<file path="src/rtl/router_pkg.sv">
// Shared router types: default port count, owner-index width and allocator FSM states.
// Latency: n/a (types and constants only).
// Backpressure: n/a.
package router_pkg;

    localparam int N    = 4;
    localparam int IDXW = 2;

    typedef logic [IDXW-1:0] port_idx_t;

    typedef enum logic {
        IDLE   = 1'b0,
        LOCKED = 1'b1
    } state_t;

endpackage

</file>
<file path="src/rtl/rr_pick.sv">
// Rotating-priority picker: first set bit of req at or after base, in circular order.
// Latency: purely combinational.
// Backpressure: none; the result is only a suggestion the caller may ignore.
module rr_pick #(
    parameter int N    = router_pkg::N,
    parameter int IDXW = router_pkg::IDXW
) (
    input  logic [N-1:0]    req,
    input  logic [IDXW-1:0] base,
    output logic [N-1:0]    onehot,
    output logic            found
);

    // Walk the N positions starting at base and keep only the first requester.
    always_comb begin
        logic [IDXW-1:0] idx;
        onehot = '0;
        found  = 1'b0;
        idx    = '0;
        for (int k = 0; k < N; k++) begin
            idx = IDXW'((int'(base) + k) % N);
            if (!found && req[idx]) begin
                onehot[idx] = 1'b1;
                found       = 1'b1;
            end
        end
    end

endmodule

</file>
<file path="src/rtl/out_port_alloc.sv">
// Output-port allocator: round-robin grant locked to one input for a whole packet (head..tail).
// Latency: grant appears one cycle after request; back-to-back packets re-grant with no idle bubble.
// Backpressure: out_ready=0 or a dropped owner request stalls the packet in place; no preemption, no timeout.
module out_port_alloc #(
    parameter int N    = router_pkg::N,
    parameter int IDXW = router_pkg::IDXW
) (
    input  logic            clk,
    input  logic            reset,
    input  logic            en,
    input  logic [N-1:0]    req,
    input  logic [N-1:0]    tail,
    input  logic            out_ready,
    output logic [N-1:0]    gnt,
    output logic            xfer,
    output logic            busy,
    output logic [IDXW-1:0] owner,
    output logic [15:0]     flit_cnt
);

    import router_pkg::*;

    state_t          state;
    logic [IDXW-1:0] ptr;
    logic [IDXW-1:0] owner_next;
    logic [IDXW-1:0] base;
    logic [N-1:0]    pick_oh;
    logic            pick_found;
    logic [IDXW-1:0] pick_idx;
    logic            tail_xfer;

    // While locked the search starts just past the owner, so the finishing input ranks last.
    always_comb begin
        owner_next = (owner == IDXW'(N - 1)) ? '0 : owner + IDXW'(1);
        base       = (state == LOCKED) ? owner_next : ptr;
        xfer       = (|(gnt & req)) & out_ready;
        tail_xfer  = xfer & tail[owner];
        busy       = (state == LOCKED);
    end

    rr_pick #(
        .N    (N),
        .IDXW (IDXW)
    ) u_pick (
        .req    (req),
        .base   (base),
        .onehot (pick_oh),
        .found  (pick_found)
    );

    // Encode the one-hot pick into an owner index.
    always_comb begin
        pick_idx = '0;
        for (int i = 0; i < N; i++) begin
            if (pick_oh[i]) begin
                pick_idx = IDXW'(i);
            end
        end
    end

    // Allocation FSM: grant on request, hold through the packet, re-grant or release on tail.
    always_ff @(posedge clk or negedge reset) begin
        if (!reset) begin
            state <= IDLE;
            gnt   <= '0;
            owner <= '0;
            ptr   <= '0;
        end else begin
            case (state)
                IDLE: begin
                    if (en && pick_found) begin
                        gnt   <= pick_oh;
                        owner <= pick_idx;
                        state <= LOCKED;
                    end
                end
                LOCKED: begin
                    if (tail_xfer) begin
                        ptr <= owner_next;
                        if (en && pick_found) begin
                            gnt   <= pick_oh;
                            owner <= pick_idx;
                        end else begin
                            gnt   <= '0;
                            owner <= '0;
                            state <= IDLE;
                        end
                    end
                end
                default: begin
                    state <= IDLE;
                    gnt   <= '0;
                    owner <= '0;
                end
            endcase
        end
    end

    // Free-running count of flits sent downstream; wraps naturally at 16 bits.
    always_ff @(posedge clk or negedge reset) begin
        if (!reset) begin
            flit_cnt <= '0;
        end else if (xfer) begin
            flit_cnt <= flit_cnt + 16'd1;
        end
    end

endmodule

</file>
<file path="config.mk">
export PLATFORM = sky130hd
export DESIGN_NAME = out_port_alloc
export DESIGN_NICKNAME = d
export VERILOG_FILES = /design/src/rtl/router_pkg.sv /design/src/rtl/rr_pick.sv /design/src/rtl/out_port_alloc.sv
export SDC_FILE = /design/constraint.sdc
export NUM_CORES = 1
export LEC_CHECK = 0
export CAP_MARGIN = 20
export CORE_MARGIN = 3
export CORE_UTILIZATION = 50
export DETAILED_ROUTE_END_ITERATION = 8
export GPL_ROUTABILITY_DRIVEN = 0
export PLACE_DENSITY = 0.87
export SLEW_MARGIN = 20
export SYNTH_ARGS = -nofsm -noshare
export SYNTH_HDL_FRONTEND = slang
export SYNTH_SLANG_ARGS = --single-unit
</file>
<file path="constraint.sdc">
create_clock -name clk -period 3.71 [get_ports clk]
set_input_delay 0.742 -clock clk [delete_from_list [all_inputs] [get_ports clk]]
set_output_delay 0.742 -clock clk [all_outputs]
set_load 0.05 [all_outputs]
</file>
* Yosys cells after proc, flatten, opt, wreduce, memory -nomap -nowiden
Index checks and enable logic that the tools add are counted.
** Storage, ports and cells
- Register bits :: 25
- Input port bits :: 12
- Output and inout bits :: 24
- Word-level logic and storage cells :: 85
** Operators by class
- Add/subtract/negate cells :: 5
- Magnitude comparators :: 9
- Eq/ne operators :: 3
- Mux-type cells :: 42
- Bitwise logic cells :: 7
- Reduce and logical (&&, ||, !) cells :: 14
** Operator list (number)
- 4-bit 2-to-1 mux :: 7
- 16-bit by 1-bit adder with 16-bit output, second input constant :: 1
- 1-bit 2-to-1 mux :: 16
- 2-bit by 3-bit less-than comparator with 1-bit output, second input constant :: 5
- 2-bit 2-to-1 mux :: 7
- 4-bit OR :: 3
- 1-bit binary-select mux with 2-bit select :: 5
- 1-bit demux with 2-bit select :: 4
- 2-bit by 1-bit >= comparator with 1-bit output, second input constant :: 4
- 1-bit logical AND :: 8
- 4-bit one-hot mux with 2 select lines :: 1
- 2-bit by 1-bit adder with 2-bit output, second input constant :: 2
- 2-bit adder, second input constant :: 2
- 4-bit bitwise AND :: 1
- 2-bit one-hot mux with 2 select lines :: 1
- 2-bit AND reduction :: 2
- 4-bit OR reduction :: 1
- 1-bit logical NOT :: 3
- 1-bit bitwise AND :: 2
- 2-bit equality test, second input constant :: 1
- 2-bit by 1-bit inequality test with 1-bit output, second input constant :: 1
- 2-bit inequality test, second input constant :: 1
- 1-bit one-hot mux with 2 select lines :: 1
- 1-bit NOT :: 1

* Longest topological paths before layout
Gate-level depths: netlist of the first run.
- Word-level depth :: 21
- Gate-level depth with buffers :: 11
- Depth with buffers taken out :: 10

* Cells and area by module
A second synthesis of the first run with hierarchy kept.
** Second synthesis, totals
- Cell total of the unflattened synthesis :: 170
- Area, all modules :: 1729.2 um^2
** Modules (own cells, without submodules)
- out_port_alloc :: instances 1, cells each 108, area an instance 1234.9 um^2, seq. area each 625.6 um^2
- rr_pick :: instances 1, cells each 62, area an instance 494.2 um^2, seq. area each 0.0 um^2

* Worst setup path after synthesis of the first run
OpenSTA, ideal clock, no wires.
- Path type :: register to register
- From :: reg owner[1]
- To :: reg owner[0]
- Library setup time :: 0.082 ns
- Arrival :: 3.199 ns
- Required time :: 3.628 ns
- Setup slack :: 0.429 ns
- Stages on the path, launching flop included :: 11
- Path buffers :: 0
- Clock period less this slack :: 3.281 ns
- Cell sequence :: dfrtp_1 > ha_1 > mux2i_2 > inv_1 > ha_1 > nor3_2 > mux4_2 > nand4bb_1 > o211a_1 > or2_0 > a31oi_1
** On the way
- Longest elaborated chain between the ends :: 21
- Elaborated cells between the ends (all ways) :: 66
- Classes of those cells :: add/sub: 4; order compare: 8; eq/ne: 3; mux: 35; bitwise: 4; reduce/logical: 12
** Ends and longest elaborated chain
- from (decl) :: line out_port_alloc.sv:17 : output logic [IDXW-1:0] owner,
- from (signal assigned) :: line out_port_alloc.sv:73 : owner <= pick_idx;
- from (signal assigned) :: line out_port_alloc.sv:82 : owner <= pick_idx;
- 2-bit by 1-bit adder with 2-bit output or 2-bit equality test (tied branches) :: line out_port_alloc.sv:34 : owner_next = (owner == IDXW'(N - 1)) ? '0 : owner + IDXW'(1);
- 2-bit 2-to-1 mux (*) :: line out_port_alloc.sv:34
- via owner_next[1] :: line out_port_alloc.sv:25 : logic [IDXW-1:0] owner_next;
- 2-bit 2-to-1 mux (*) :: line out_port_alloc.sv:35 : base = (state == LOCKED) ? owner_next : ptr;
- parallel branches: the longest is 18 deep, another holds 2-bit by 3-bit less-than comparator with 1-bit output
Mark *: on every way through the listed nets, which the timed path passes. The select of a mux whose other input is x is not followed.
A chain may end at the register's enable or synchronous reset.

* Worst setup path after layout of the first run
- From :: reg owner[0]
- To :: reg owner[0]
Same word-level chain as after synthesis.

==> reports/qor.yml, run 1 <==
route:
  ant_nets: 0
  met3_length_um: 273
  wl_um: 3870
  first_iter_violations: 82
  vias: 1487
  met2_length_um: 1870
  routed.top_layer: "met4"
  first_pass_iters: 5
  drt-wirelength-per-cell_um: 15.4
  met1_length_um: 1670
  drc: 0
  vias_per_cell: 5.90
sta:
  slew_headroom_pct: 49.5
  finalHoldViolCount: 0
  fin_ws_ns: 0.461
  finClkSkew_ns: 0.00705
  setup_viol: 0
  rsz0062_at_grt: "false"
  min_period_ns: 3.25
  worstMarginPinSlew_ns: 0.757
  fin_crit_sh_pct: 87.6
  fmax_ghz: 0.308
  drv_slew: 0
  setup-tns-final_ns: 0
final_layout:
  finish.utilization_pct: 66.8
  syn2layout_area_growth_pct: 25.5
  antenna_cells: 0
  drive_gt1_share_pct: 9.13
  finalNetCount: 227
global_routing:
  overflow: 0
  grt_pass1_vias: 1416
  grt_pass1_wl_um: 6590
  grt_start_max_net_pins: 26
  grt_usage_pct: 20.0
  antenna_found_initial: 0
logic_synthesis:
  yosys.area.top_type_share_pct: 37.9
  syn_avg_cell_area_um2: 9.55
  async_flop_share_pct: 100
  synthCells: 173
  synth_top_family_by_area: "simple AND/OR/NAND/NOR gates"
  ys_ff_latch: 25
  synth.area.top_cells: "dfrtp_1 38%, nand2_1 4.8%, ha_1 4.5%"
  yosys.area_share.simple_pct: 23.6
  synth_edf_count: 0
  yosys_warnings: 0
  synthMuxAreaShare_pct: 6.06
  synth_cell_types: 48
  synth_compound_area_share_pct: 16.8
  syn_nets: 191
  synth_commonest_cells: "25 x dfrtp_1, 21 x nand2_1, 12 x nor2_1"
  synth_xor_xnor_area_share_pct: 7.95
  synthAdderAreaFrac_pct: 4.55
  yosys.area.top_type: "dfrtp_1"
  synthFlopType: "dfrtp_1"
  synth_most_common_cell: "dfrtp_1"
  seq_area_frac_synth_pct: 37.9
  syn_area_um2: 1650
cts:
  cts_buffer_depth: 2
  ctsHoldBuffers: 0
  clk_latency_ns: 0.31
  post_cts_buffers: 0
  numCtsBuffers: 3
  htree_levels: 1
  cts_tree: "done"
  cts_sinks: 25
  cts_resized: 0
  cts_root_buf: "clkbuf_4"
  clk_pin_slew_worst_paths_ns: 0.13
pwr:
  p_leak_nw: 0.879
  total_power_w: 0.00176
  irDropWorstVdd_mv: 0.416
  powerDensity_nw_per_um2: 851
setup_path:
  r2r-end: "owner[0]"
  critPathArrivalTime_ns: 3.49
  reg2reg_from: "owner[0]"
  reg2reg_setup_slack_ns: 0.46
  crit_type: "reg2reg"
  required_ns: 3.95
  cp-end-kind: "flip-flop"
  cp-start-kind: "flip-flop"
  path_max_fanout: 11
  reg2reg_depth: 11
floorplan:
  dieWidth_um: 63.5
  die_h_um: 63.5
  dieArea_um2: 4030
  io_pins: 36
  start_util_pct: 53.2
  rows: 20
  coreArea_um2: 3100
placed_design:
  place.port_buffers: 35
  dp_slack_ns: 0.510
  dpl.hpwl_um: 2950
outcome:
  status: "completed"
hold_path:
  hold_path_class: "in2async"
job:
  cap_violations: 0
[worst max-delay path, cell delays in order, from the launching register on]
cell and delay, ns:
dfrtp_1 0.52, ha_1 0.39, mux2i_2 0.15, buf_4 0.20
inv_1 0.09, ha_1 0.28, nor3_2 0.38, mux4_2 0.44
nand4bb_1 0.22, o211a_1 0.15, or2_0 0.22, a31oi_1 0.16
[per-stage QoR]
stage                     hold slack, ns  std cells  area [µm²]
after floorplan                    0.446        173        1650
after global routing               0.390        252        2070
after global placement             0.456        248        2050
after CTS                          0.487        252        2080
final                              0.385        252        2070
after detailed placement           0.468        248        2050
[per-layer routing]
metal  global-route usage [%]  up-vias
met3                     3.74       12
met4                     3.50        0
met5                        0        -
li1                         -      705
met2                     32.3       77
met1                     28.2      693
[cells in the final DEF, fill, tap and decap left out, types with 3 or more instances in the layout]
cell	synthesis	routed
clkdlybuf4s50_1	0	33
o211a_1	3	3
xnor2_1	8	8
and3_1	3	3
ha_1	6	6
inv_1	4	4
nand2_1	21	21
dfrtp_1	25	25
mux2i_1	3	3
clkbuf_4	0	3
xor2_1	7	7
a32oi_1	3	3
a21oi_1	6	6
nor2_1	12	12
nand4_1	4	4
nand3_1	7	7
nor4b_1	3	3
o21ai_0	8	8
buf_4	0	3
nand2b_1	3	3
mux2_2	3	3
[cells by family after synthesis]
kind of cell    Yosys count
compound gates           38
xor+xnor                 15
fa+ha+maj                 6
buf+inv                  11
flops                    25
mux                       8
simple gates             70
[how the worst max path moves through the flow]
| stage | start | endpoint | slack [ns] | cells past startpoint |
|---|---|---|---|---|
| 2_1_floorplan | owner[1] | owner[0] | 0.43 | 10 |
| 3_3_place_gp | owner[0] | owner[0] | 0.68 | 11 |
| 3_5_place_dp | owner[0] | owner[0] | 0.51 | 11 |
| 4_1_cts | owner[0] | owner[0] | 0.49 | 11 |
| 5_1_grt | owner[0] | owner[0] | 0.24 | 11 |
| 6_report | owner[0] | owner[0] | 0.46 | 11 |
[where the power goes]
group	switching, W	total, W	internal (W)
sequential	0.0000912	0.000425	0.000333
clock	0.0000739	0.000116	0.0000420
combinational	0.000744	0.00122	0.000480
[state kept, by name, indices dropped and copies added (netlist names)]
name	flops
flit_cnt	16
gnt	4
owner	2
ptr	2
busy	1
[cell type report]
| cell class | count | area, µm² |
|---|---|---|
| fillers | 249 | 1030 |
| inverters | 4 | 15.0 |
| flip-flops and latches | 25 | 626 |
| multi-input cells | 137 | 973 |
| repair buffers | 38 | 378 |
| clock buffers | 4 | 26.3 |
| well taps | 44 | 55.1 |
(Power assumes the default switching activity.)
==> run 2: changes to the inputs <==
--- a/config.mk
+++ b/config.mk
@@ -7,10 +7,11 @@
 export LEC_CHECK = 0
 export CAP_MARGIN = 20
 export CORE_MARGIN = 3
-export CORE_UTILIZATION = 50
+export CORE_UTILIZATION = 47
+export CTS_BUF_LIST = sky130_fd_sc_hd__clkbuf_4
 export DETAILED_ROUTE_END_ITERATION = 8
 export GPL_ROUTABILITY_DRIVEN = 0
-export PLACE_DENSITY = 0.87
+export PLACE_DENSITY = 0.86
 export SLEW_MARGIN = 20
 export SYNTH_ARGS = -nofsm -noshare
 export SYNTH_HDL_FRONTEND = slang
==> constraint.sdc (replaced) <==
create_clock -name clk -period 2.65 [get_ports clk]
set_input_delay 0.53 -clock clk [delete_from_list [all_inputs] [get_ports clk]]
set_output_delay 0.53 -clock clk [all_outputs]
set_load 0.05 [all_outputs]
==> run 2 against run 1 <==
Against the previous run: the run now ends with negative setup slack left; routed wire length up 22%; maximum frequency up 21%; utilization up 7.9 points; highest routed layer unchanged; register-to-register slack worse by 0.51 ns; final cell count up 12%; worst setup slack worse by 0.51 ns; final area up 15%; critical path depth down 1; die area up 5.8%.
==> reports/qor.yml, run 2 (same netlist as run 1, synthesis figures left out) <==
final_layout:
  reg.largest.list: "flit_cnt (16), gnt (4)"
  final_cell_mix: "34 x clkdlybuf4s50_1, 32 x buf_4, 22 x dfrtp_1"
  largest_reg_flops: 16  # unchanged
  final_area_um2: 2390  # +15%
  layout_commonest_cell: "clkdlybuf4s50_1"
  drive_gt1_share_pct: 25.2  # +16 points
  finish.utilization_pct: 74.7  # +7.9 points
  finalNetCount: 257  # +13%
  syn2layout_area_growth_pct: 44.9
  largest_register: "flit_cnt"
  nFillCells: 209  # -16%
  antenna_cells: 0  # unchanged
sta:
  min_period_ns: 2.70  # -0.553 ns
  drv_slew: 0  # unchanged
  fmax_ghz: 0.371  # +21%
  worstMarginPinSlew_ns: 0.748  # -0.00888 ns
  finalHoldWorstSlack_ns: 0.475  # +0.0901 ns
  fin_crit_sh_pct: 102  # +14 points
  rsz0062_at_grt: "true"
  finClkSkew_ns: 0.00728  # +0.000236 ns
  slew_headroom_pct: 50.1  # +0.59 points
  setup_viol: 2  # +2
  finalHoldViolCount: 0  # unchanged
  fin_ws_ns: -0.0462  # -0.507 ns
  setup-tns-final_ns: -0.0898  # -0.0898 ns
cts:
  cts_buffer_depth: 2  # unchanged
  cts_root_buf: "clkbuf_4"
  htree_levels: 1  # unchanged
  ctsHoldBuffers: 0  # unchanged
  cts_tree: "done"
  clk_latency_ns: 0.31  # about the same
  clk_pin_slew_worst_paths_ns: 0.13  # about the same
  numCtsBuffers: 3  # unchanged
  cts_sinks: 25  # unchanged
setup_path:
  cp_slowest_cell: "dfrtp_2"
  crit_buf_inv: 1  # -1
  cp-end-kind: "flip-flop"
  path_max_fanout: 6  # -5
  cp-start-kind: "flip-flop"
  crit_chain: "ha_4, mux2i_4, inv_2, ha_4, nor3_4, mux4_2, and3b_1, a211oi_2, nor2b_1, a21oi_1"
  worst_path_most_repeated_cell: "ha_4"
  critPathTopFamily: "multiplexers"
  required_ns: 2.86  # -1.09 ns
  crit_type: "reg2reg"
  critPathArrivalTime_ns: 2.91  # -0.58 ns
  critPathMaxStageDelay_ns: 0.45  # -0.07 ns
floorplan:
  dieWidth_um: 65.3  # +2.8%
  io_pins: 36  # unchanged
  start_util_pct: 51.6  # -1.7 points
  die_h_um: 65.3  # +2.8%
  rows: 20  # unchanged
  coreArea_um2: 3200  # +3.2%
  dieArea_um2: 4260  # +5.8%
route:
  first_iter_violations: 131  # +60%
  first_pass_iters: 5  # unchanged
  vias: 1675  # +13%
  wl_um: 4720  # +22%
  drc: 0  # unchanged
  drt-wirelength-per-cell_um: 16.7  # +8.9%
  vias_per_cell: 5.94  # +0.66%
  ant_nets: 0  # unchanged
pwr:
  switchingPower_w: 0.00151  # +66%
  p_leak_nw: 1.02  # +16%
  comb_power_share_pct: 75.6  # +6.2 points
  powerDensity_nw_per_um2: 1310  # +54%
  p_int_w: 0.00163  # +90%
  irDropWorstVdd_mv: 0.784  # +88%
  clkPwrFrac_pct: 5.6  # -1.0 points
  seqPwrFrac_pct: 18.8  # -5.3 points
  p_sw_share_pct: 48.1  # -3.4 points
global_routing:
  overflow: 0  # unchanged
  grt_pass1_wl_um: 7500  # +14%
  grt_start_max_net_pins: 26  # unchanged
  grt_usage_pct: 22.1  # +2.1 points
  grt_pass1_vias: 1543  # +9.0%
  antenna_found_initial: 0  # unchanged
job:
  cap_violations: 0  # unchanged
outcome:
  violations: "negative setup slack"
  status: "finished, violations left"
placed_design:
  dp_slack_ns: -0.0475  # -0.557 ns
  placed_cell_area_um2: 2200  # +7.1%
  dpl.hpwl_um: 3320  # +13%
  place.port_buffers: 35  # unchanged
hold_path:
  hold_path_class: "reg2reg"
==> run 2: cell types whose count changed in the layout (fill, tap and decap cells not counted), sizes merged <==
cell and delta:
buf +29, clkdlybuf4s50 +1
==> run 2: final cells by class <==
| type | count | area [µm²] | area share (%) |
|---|---|---|---|
| multi-input combinational | 137 | 1040 | 43.6 |
| sequential | 25 | 629 | 26.3 |
| timing repair buffer | 68 | 621 | 25.9 |
| tap | 44 | 55.1 | 2.30 |
| clock buffer | 4 | 30.0 | 1.25 |
| inverter | 4 | 15.0 | 0.627 |
==> run 2: stage by stage <==
step	total power, W	std cells
6_report	0.00314	282
5_1_grt	0.00332	282
4_1_cts	0.00274	265
3_5_place_dp	0.00252	260
3_3_place_gp	0.00244	260
2_1_floorplan	0.00193	173
==> run 2: path summary, 6_finish.rpt <==
check                              from      endpoint  slack, ns  cells past startpoint
max                            owner[1]      owner[1]      -0.05                     10
min                        flit_cnt[15]  flit_cnt[15]       0.48                      1
max reg2reg                    owner[1]      owner[1]      -0.05                     10
min reg2reg                flit_cnt[15]  flit_cnt[15]       0.48                      1
max in group asynchronous         reset          busy       1.85                      2
min in group asynchronous         reset   flit_cnt[6]       0.55                      2
==> run 2: routing by layer <==
layer	part of all wire (%)	track usage, %	vias up
li1	-	-	764
met1	41	31.2	797
met2	48	34.8	100
met3	8.5	4.44	14
met4	1.8	5.18	0
met5	0	0	-
==> run 2: timing repair <==
item                                    in CTS  in global routing
cloned                                       0                  0
setup buffers                                1                 17
resized for setup                            1                  6
pin swaps                                    0                  5
endpoints found under the setup margin       4                  6
endpoints found under the hold margin        0                  0
==> run 2: power by group through the flow <==
stage | registers [W] | clock network (W) | logic, W
after floorplan | 0.000814 | 0 | 0.00112
after global placement | 0.000591 | 0 | 0.00185
after detailed placement | 0.000602 | 0 | 0.00192
after CTS | 0.000594 | 0.000179 | 0.00197
after global routing | 0.000603 | 0.000201 | 0.00252
final | 0.000590 | 0.000176 | 0.00237
==> run 3: changes to the inputs <==
--- a/config.mk
+++ b/config.mk
@@ -9,6 +9,7 @@
 export CORE_MARGIN = 3
 export CORE_UTILIZATION = 47
 export CTS_BUF_LIST = sky130_fd_sc_hd__clkbuf_4
+export CTS_CLUSTER_SIZE = 30
 export DETAILED_ROUTE_END_ITERATION = 8
 export GPL_ROUTABILITY_DRIVEN = 0
 export PLACE_DENSITY = 0.86
==> results of run 3 <==
Final layout, timing and power as in run 2 (identical DEF).
